`src/rtl/load_store_unit.sv`:
```
// load_store_unit
//   Bridges the core's MemRead/MemWrite requests onto a simple req/ack
//   data-memory bus. A legal, aligned request is captured in IDLE, driven on
//   the bus in BUSY until bus_ack (or until the wait budget TIMEOUT runs out),
//   and the aligned, extended load result is presented for one DONE cycle.
//
//   Ports
//     clk, reset            : clock, asynchronous active-high reset
//     MemRead, MemWrite     : core load/store request (both high = store)
//     funct3                : access size/sign (lb, lh, lw, lbu, lhu)
//     ALUResult             : byte address
//     WriteData             : store data, low bits significant
//     ReadData              : formatted load result, non-zero only in DONE
//     Stall                 : core hold request
//     AccessErr             : one-cycle error pulse (misalign, bad funct3, timeout)
//     bus_req/we/addr/wdata/be, bus_ack, bus_rdata : data-memory bus
module load_store_unit #(
  parameter int unsigned TIMEOUT = 255
) (
  input  logic        clk,
  input  logic        reset,
  input  logic        MemRead,
  input  logic        MemWrite,
  input  logic [2:0]  funct3,
  input  logic [31:0] ALUResult,
  input  logic [31:0] WriteData,
  output logic [31:0] ReadData,
  output logic        Stall,
  output logic        AccessErr,
  output logic        bus_req,
  output logic        bus_we,
  output logic [31:0] bus_addr,
  output logic [31:0] bus_wdata,
  output logic [3:0]  bus_be,
  input  logic        bus_ack,
  input  logic [31:0] bus_rdata
);

  typedef enum logic [1:0] {
    IDLE = 2'b00,
    BUSY = 2'b01,
    DONE = 2'b10
  } state_t;

  localparam logic [7:0] TIMEOUT_C = 8'(TIMEOUT);

  // Access legality: funct3 must name a real access and the address must be
  // naturally aligned for its size.
  function automatic logic access_legal(input logic [2:0] f3, input logic [1:0] off);
    logic ok;
    case (f3)
      3'b000, 3'b100: ok = 1'b1;
      3'b001, 3'b101: ok = ~off[0];
      3'b010:         ok = (off == 2'b00);
      default:        ok = 1'b0;
    endcase
    return ok;
  endfunction

  // Byte enables for a store of the given size at the given byte offset.
  function automatic logic [3:0] store_be(input logic [1:0] size, input logic [1:0] off);
    logic [3:0] be;
    case (size)
      2'b00:   be = 4'b0001 << off;
      2'b01:   be = 4'b0011 << {off[1], 1'b0};
      default: be = 4'b1111;
    endcase
    return be;
  endfunction

  // Store data replicated across every lane so the byte enables pick the lane.
  function automatic logic [31:0] store_wdata(input logic [1:0] size, input logic [31:0] wd);
    logic [31:0] d;
    case (size)
      2'b00:   d = {4{wd[7:0]}};
      2'b01:   d = {2{wd[15:0]}};
      default: d = wd;
    endcase
    return d;
  endfunction

  // Shift the addressed lane down to bit 0, then sign- or zero-extend.
  function automatic logic [31:0] load_align(input logic [2:0] f3, input logic [1:0] off,
                                             input logic [31:0] word);
    logic [31:0] s;
    logic [31:0] r;
    s = word >> {off, 3'b000};
    case (f3)
      3'b000:  r = {{24{s[7]}}, s[7:0]};
      3'b001:  r = {{16{s[15]}}, s[15:0]};
      3'b100:  r = {24'h000000, s[7:0]};
      3'b101:  r = {16'h0000, s[15:0]};
      default: r = word;
    endcase
    return r;
  endfunction

  state_t      state_r;
  logic [1:0]  off_r;
  logic [2:0]  f3_r;
  logic        we_r;
  logic [7:0]  cnt_r;
  logic [31:0] rdata_r;
  logic        tmo_err_r;
  logic        bus_req_r;
  logic        bus_we_r;
  logic [31:0] bus_addr_r;
  logic [31:0] bus_wdata_r;
  logic [3:0]  bus_be_r;

  logic        req_s;
  logic        legal_s;
  logic        start_s;
  logic        reject_s;

  // Classify the request presented while idle; nothing is accepted during reset.
  always_comb begin
    req_s    = MemRead | MemWrite;
    legal_s  = access_legal(funct3, ALUResult[1:0]);
    start_s  = 1'b0;
    reject_s = 1'b0;
    if (!reset && (state_r == IDLE) && req_s) begin
      start_s  = legal_s;
      reject_s = ~legal_s;
    end else begin
      start_s  = 1'b0;
      reject_s = 1'b0;
    end
  end

  // Sequencer: capture the request, run the bus handshake with its wait
  // budget, and hold the formatted result for the single DONE cycle.
  always_ff @(posedge clk or posedge reset) begin
    if (reset) begin
      state_r     <= IDLE;
      off_r       <= 2'b00;
      f3_r        <= 3'b000;
      we_r        <= 1'b0;
      cnt_r       <= 8'd0;
      rdata_r     <= 32'd0;
      tmo_err_r   <= 1'b0;
      bus_req_r   <= 1'b0;
      bus_we_r    <= 1'b0;
      bus_addr_r  <= 32'd0;
      bus_wdata_r <= 32'd0;
      bus_be_r    <= 4'd0;
    end else begin
      case (state_r)
        IDLE: begin
          rdata_r   <= 32'd0;
          tmo_err_r <= 1'b0;
          if (start_s) begin
            state_r     <= BUSY;
            off_r       <= ALUResult[1:0];
            f3_r        <= funct3;
            we_r        <= MemWrite;
            cnt_r       <= TIMEOUT_C;
            bus_req_r   <= 1'b1;
            bus_we_r    <= MemWrite;
            bus_addr_r  <= {ALUResult[31:2], 2'b00};
            bus_be_r    <= MemWrite ? store_be(funct3[1:0], ALUResult[1:0]) : 4'b1111;
            bus_wdata_r <= MemWrite ? store_wdata(funct3[1:0], WriteData) : 32'd0;
          end
        end
        BUSY: begin
          // An ack in the last budget cycle still wins over the timeout.
          if (bus_ack || (cnt_r <= 8'd1)) begin
            state_r     <= DONE;
            cnt_r       <= 8'd0;
            tmo_err_r   <= ~bus_ack;
            rdata_r     <= (bus_ack && !we_r) ? load_align(f3_r, off_r, bus_rdata) : 32'd0;
            bus_req_r   <= 1'b0;
            bus_we_r    <= 1'b0;
            bus_addr_r  <= 32'd0;
            bus_wdata_r <= 32'd0;
            bus_be_r    <= 4'd0;
          end else begin
            cnt_r <= cnt_r - 8'd1;
          end
        end
        DONE: begin
          state_r   <= IDLE;
          rdata_r   <= 32'd0;
          tmo_err_r <= 1'b0;
        end
        default: begin
          state_r     <= IDLE;
          cnt_r       <= 8'd0;
          rdata_r     <= 32'd0;
          tmo_err_r   <= 1'b0;
          bus_req_r   <= 1'b0;
          bus_we_r    <= 1'b0;
          bus_addr_r  <= 32'd0;
          bus_wdata_r <= 32'd0;
          bus_be_r    <= 4'd0;
        end
      endcase
    end
  end

  // Stall covers the accepting cycle as well, so the core never advances
  // past a request that has been taken.
  assign Stall     = ~reset & (start_s | (state_r == BUSY));
  assign AccessErr = reject_s | tmo_err_r;
  assign ReadData  = rdata_r;
  assign bus_req   = bus_req_r;
  assign bus_we    = bus_we_r;
  assign bus_addr  = bus_addr_r;
  assign bus_wdata = bus_wdata_r;
  assign bus_be    = bus_be_r;

endmodule

```
`config.mk`:
```
export PLATFORM = sky130hd
export DESIGN_NAME = load_store_unit
export DESIGN_NICKNAME = d
export VERILOG_FILES = /design/src/rtl/load_store_unit.sv
export SDC_FILE = /design/constraint.sdc
export NUM_CORES = 1
export LEC_CHECK = 0
export BUFFER_PORTS_ARGS = -buffer_cell sky130_fd_sc_hd__buf_2
export CAP_MARGIN = 10
export CORE_UTILIZATION = 35
export CTS_BUF_LIST = sky130_fd_sc_hd__clkbuf_16
export CTS_CLUSTER_SIZE = 14
export DETAILED_ROUTE_END_ITERATION = 10
export GPL_TIMING_DRIVEN = 0
export PLACE_DENSITY = 0.72
export SLEW_MARGIN = 15
export SYNTH_ARGS = -nofsm -noshare
export SYNTH_HDL_FRONTEND = slang
export SYNTH_SLANG_ARGS = --single-unit
```
`constraint.sdc`:
```
create_clock -name clk -period 9.8 [get_ports clk]
set_input_delay 0 -clock clk [delete_from_list [all_inputs] [get_ports clk]]
set_output_delay 0 -clock clk [all_outputs]
set_load 0.03 [all_outputs]
```
==> flow_summary.json <==
{
  "status": "complete, no violations",
  "worst_setup_path_start_kind": "register",
  "drt-total-wl_um": 18380,
  "synth_warnings": 0,
  "critPathKind": "register to register",
  "seqPwrFrac_pct": 34.2,
  "cts_setup_buffers": 0,
  "slowest_delay_ns": 0.60,
  "drc": 0,
  "leakage_nw": 4.228,
  "io_buffers": 204,
  "synthDistinctLibCells": 53,
  "synth_top_family_by_area": "compound AO/OA/AOI/OAI gates",
  "synth_cells": 474,
  "synthXorXnorAreaFrac_pct": 0,
  "synth_area_mm2": 0.005366,
  "slew_violations": 0,
  "via_count": 5378,
  "place_hpwl_um": 11760,
  "dieArea_mm2": 0.01583,
  "clockPowerShare_pct": 33.1,
  "synthSimpleGateAreaFrac_pct": 8.720,
  "critPathSlowestCell": "or4_4",
  "rows": 44,
  "mostFrequentLayoutCells": "buf_2, dfrtp_1, dlygate4sd3_1",
  "first_pass_iters": 7,
  "pwr-share-comb_pct": 32.7,
  "cts_root_buf": "clkbuf_16",
  "final_common_cell": "buf_2",
  "fin_total_pwr_w": 0.001940,
  "rsz0062_at_grt": "false",
  "pin_count": 208,
  "synth_seq_area_share_pct": 54.56,
  "avgSynthCellArea_um2": 11.32,
  "cts_max_path_buffers": 2,
  "holdWs_ns": 0.0001838,
  "fin_skew_ns": 0.01193,
  "post-route-period-util_pct": 27.38,
  "synth_fa_ha_area_share_pct": 0.4663,
  "setup-violations-final": 0,
  "drtIter0Drc": 262,
  "clk-insertion-delay-late_ns": 0.42,
  "synth-compound-area-share_pct": 25.48,
  "muxShareOfSynthArea_pct": 6.062,
  "crit_chain": "or4_4, o31a_1, clkbuf_1, a222oi_1, dlygate4sd3_1, nand2_1",
  "h-tree-depth": 4,
  "p_sw_share_pct": 36.90,
  "start_util_pct": 36.37,
  "intPower_w": 0.001224,
  "syn_to_final_growth_pct": 54.51,
  "nets": 908,
  "cts_resized": 0,
  "hold_path.class": "input pin to register",
  "core_area_mm2": 0.01475,
  "dieWidth_um": 125.8,
  "path_clk_slew_ns": 0.06,
  "cts_buffers": 17,
  "grt_pass1_wl_um": 29570,
  "die_h_um": 125.8,
  "rr_worst_depth": 6,
  "drive_gt1_share_pct": 31.78,
  "gp_congestion": 0.8359,
  "hold_buffers": 103,
  "grt.total_usage_pct": 24.27,
  "whs_path_depth": 4,
  "worst_pin_slew_ns": 0.9020,
  "crit_fanout": 10,
  "antenna_found_initial": 0,
  "wl_per_cell_um": 18.38,
  "numClockSinks": 117,
  "grt_max_degree": 78,
  "irDropWorstVdd_mv": 0.1815,
  "avgViaCountPerCell": 5.378,
  "grt_pass1_vias": 5669,
  "p_per_area_mw_per_mm2": 233.9,
  "p_switching_w": 0.0007157,
  "end_kind": "register",
  "period_needed_ns": 2.683,
  "ant_nets": 0,
  "synthFlopType": "dfrtp_1",
  "fin_setup_tns_ns": 0,
  "max_freq_mhz": 372.7,
  "cp_data_required_time_ns": 10.09,
  "synth-seq-cells": 117,
  "maxCapViolCount": 0,
  "slew_headroom_pct": 39.60,
  "cts_tree": "yes",
  "hold_viol": 0,
  "cp.arrival_ns": 2.97,
  "ys_async_sr_fraction_pct": 100.0,
  "synth_edf_count": 0,
  "overflow": 0
}
[power groups by stage]
stage	clock, W	combinational [W]	sequential, W
after floorplan	0	0.000260	0.000808
after CTS	0.000647	0.000626	0.000659
after global routing	0.000681	0.000679	0.000674
after detailed placement	0	0.000597	0.000660
final	0.000643	0.000634	0.000663
after global placement	0	0.000585	0.000665
[critical path: cells and delay by family (launching register included)]
kind / cells / cell delay [ns]
compound gates: 2 / 0.62
buf+inv: 2 / 0.86
simple gates: 2 / 0.65
flops: 1 / 0.43
[cell families (layout without fill, tap and decap cells)]
logic type | count (synthesis) | count (layout)
fa+ha+maj | 2 | 2
mux | 31 | 31
other cells | 1 | 3
buf+inv | 57 | 397
flops | 117 | 117
simple gates | 96 | 96
compound gates | 170 | 170
[synthesized netlist by cell type, drive strengths merged (2+ instances only)]
master	instances	area share (%)
dfrtp	117	55
a22o	53	8.7
nand2	40	2.8
o21ai	31	3.0
mux2i	28	5.2
clkbuf	22	1.5
o2bb2ai	19	3.1
buf	18	1.9
a221o	17	3.2
inv	17	1.2
nor2	17	1.2
nand2b	9	1.0
o22ai	9	1.0
nor2b	8	0.93
a222oi	7	1.3
nor3	7	0.65
a311oi	6	0.98
a211oi	5	0.70
a21oi	3	0.28
o211ai	3	0.42
a21o	2	0.28
a22oi	2	0.28
a31oi	2	0.23
and2	2	0.23
ha	2	0.47
mux2	2	0.42
nor3b	2	0.28
nor4	2	0.23
or2	2	0.23
[cell type report]
cell class,count,area (um2)
sequential,117,2928
inverter,17,68.82
timing repair buffer,308,2079
clock inverter,15,178.9
tap,184,230.2
multi-input combinational,301,2193
fill,1219,6462
clock buffer,17,425.4
antenna,1,2.502
buffer,40,185.2
[flip-flops by register name (all words and copies together) (netlist names), 2 cells and up]
register	flops
f3_r	3
off_r	2
cnt_r	8
bus_be	4
bus_wdata	32
bus_addr	30
ReadData	32
state_r	2
[path summary, 6_finish.rpt]
kind | from | end | slack, ns
worst max-delay path | cnt_r[2]$_DFFE_PP0P_ | ReadData[13]$_DFFE_PP0P_ | 7.12
worst min-delay path | WriteData[29] | bus_wdata[29]$_DFFE_PP0P_ | 0.0002
worst max register to register | cnt_r[2]$_DFFE_PP0P_ | ReadData[13]$_DFFE_PP0P_ | 7.12
worst min register to register | ReadData[4]$_DFFE_PP0P_ | ReadData[4]$_DFFE_PP0P_ | 0.48
max in group asynchronous | reset | bus_addr[23]$_DFFE_PP0P_ | 8.91
min in group asynchronous | reset | bus_addr[6]$_DFFE_PP0P_ | 0.20
[routing by layer]
layer  vias to the layer above  track usage [%]  wire length [um]  share of wire (%)
met2                       302            41.14              8905                 48
met3                        38            6.457              1547                8.4
met1                      2576            28.84              7433                 40
met4                         0            11.13               497                2.7
met5                         -                0                 0                  0
li1                       2462                -                 -                  -
[stage by stage]
step                cell area [um2]  util (%)  std cells  setup WS (ns)
detailed placement             6654     45.10        864          7.443
CTS                            8289     56.18        999          7.115
finish                         8292     56.20       1000          7.117
global placement               6621     44.88        863          5.307
global route                   8289     56.18        999          6.962
floorplan                      5370         -        475          6.699
Note: power is estimated with default switching activity, not from simulation.
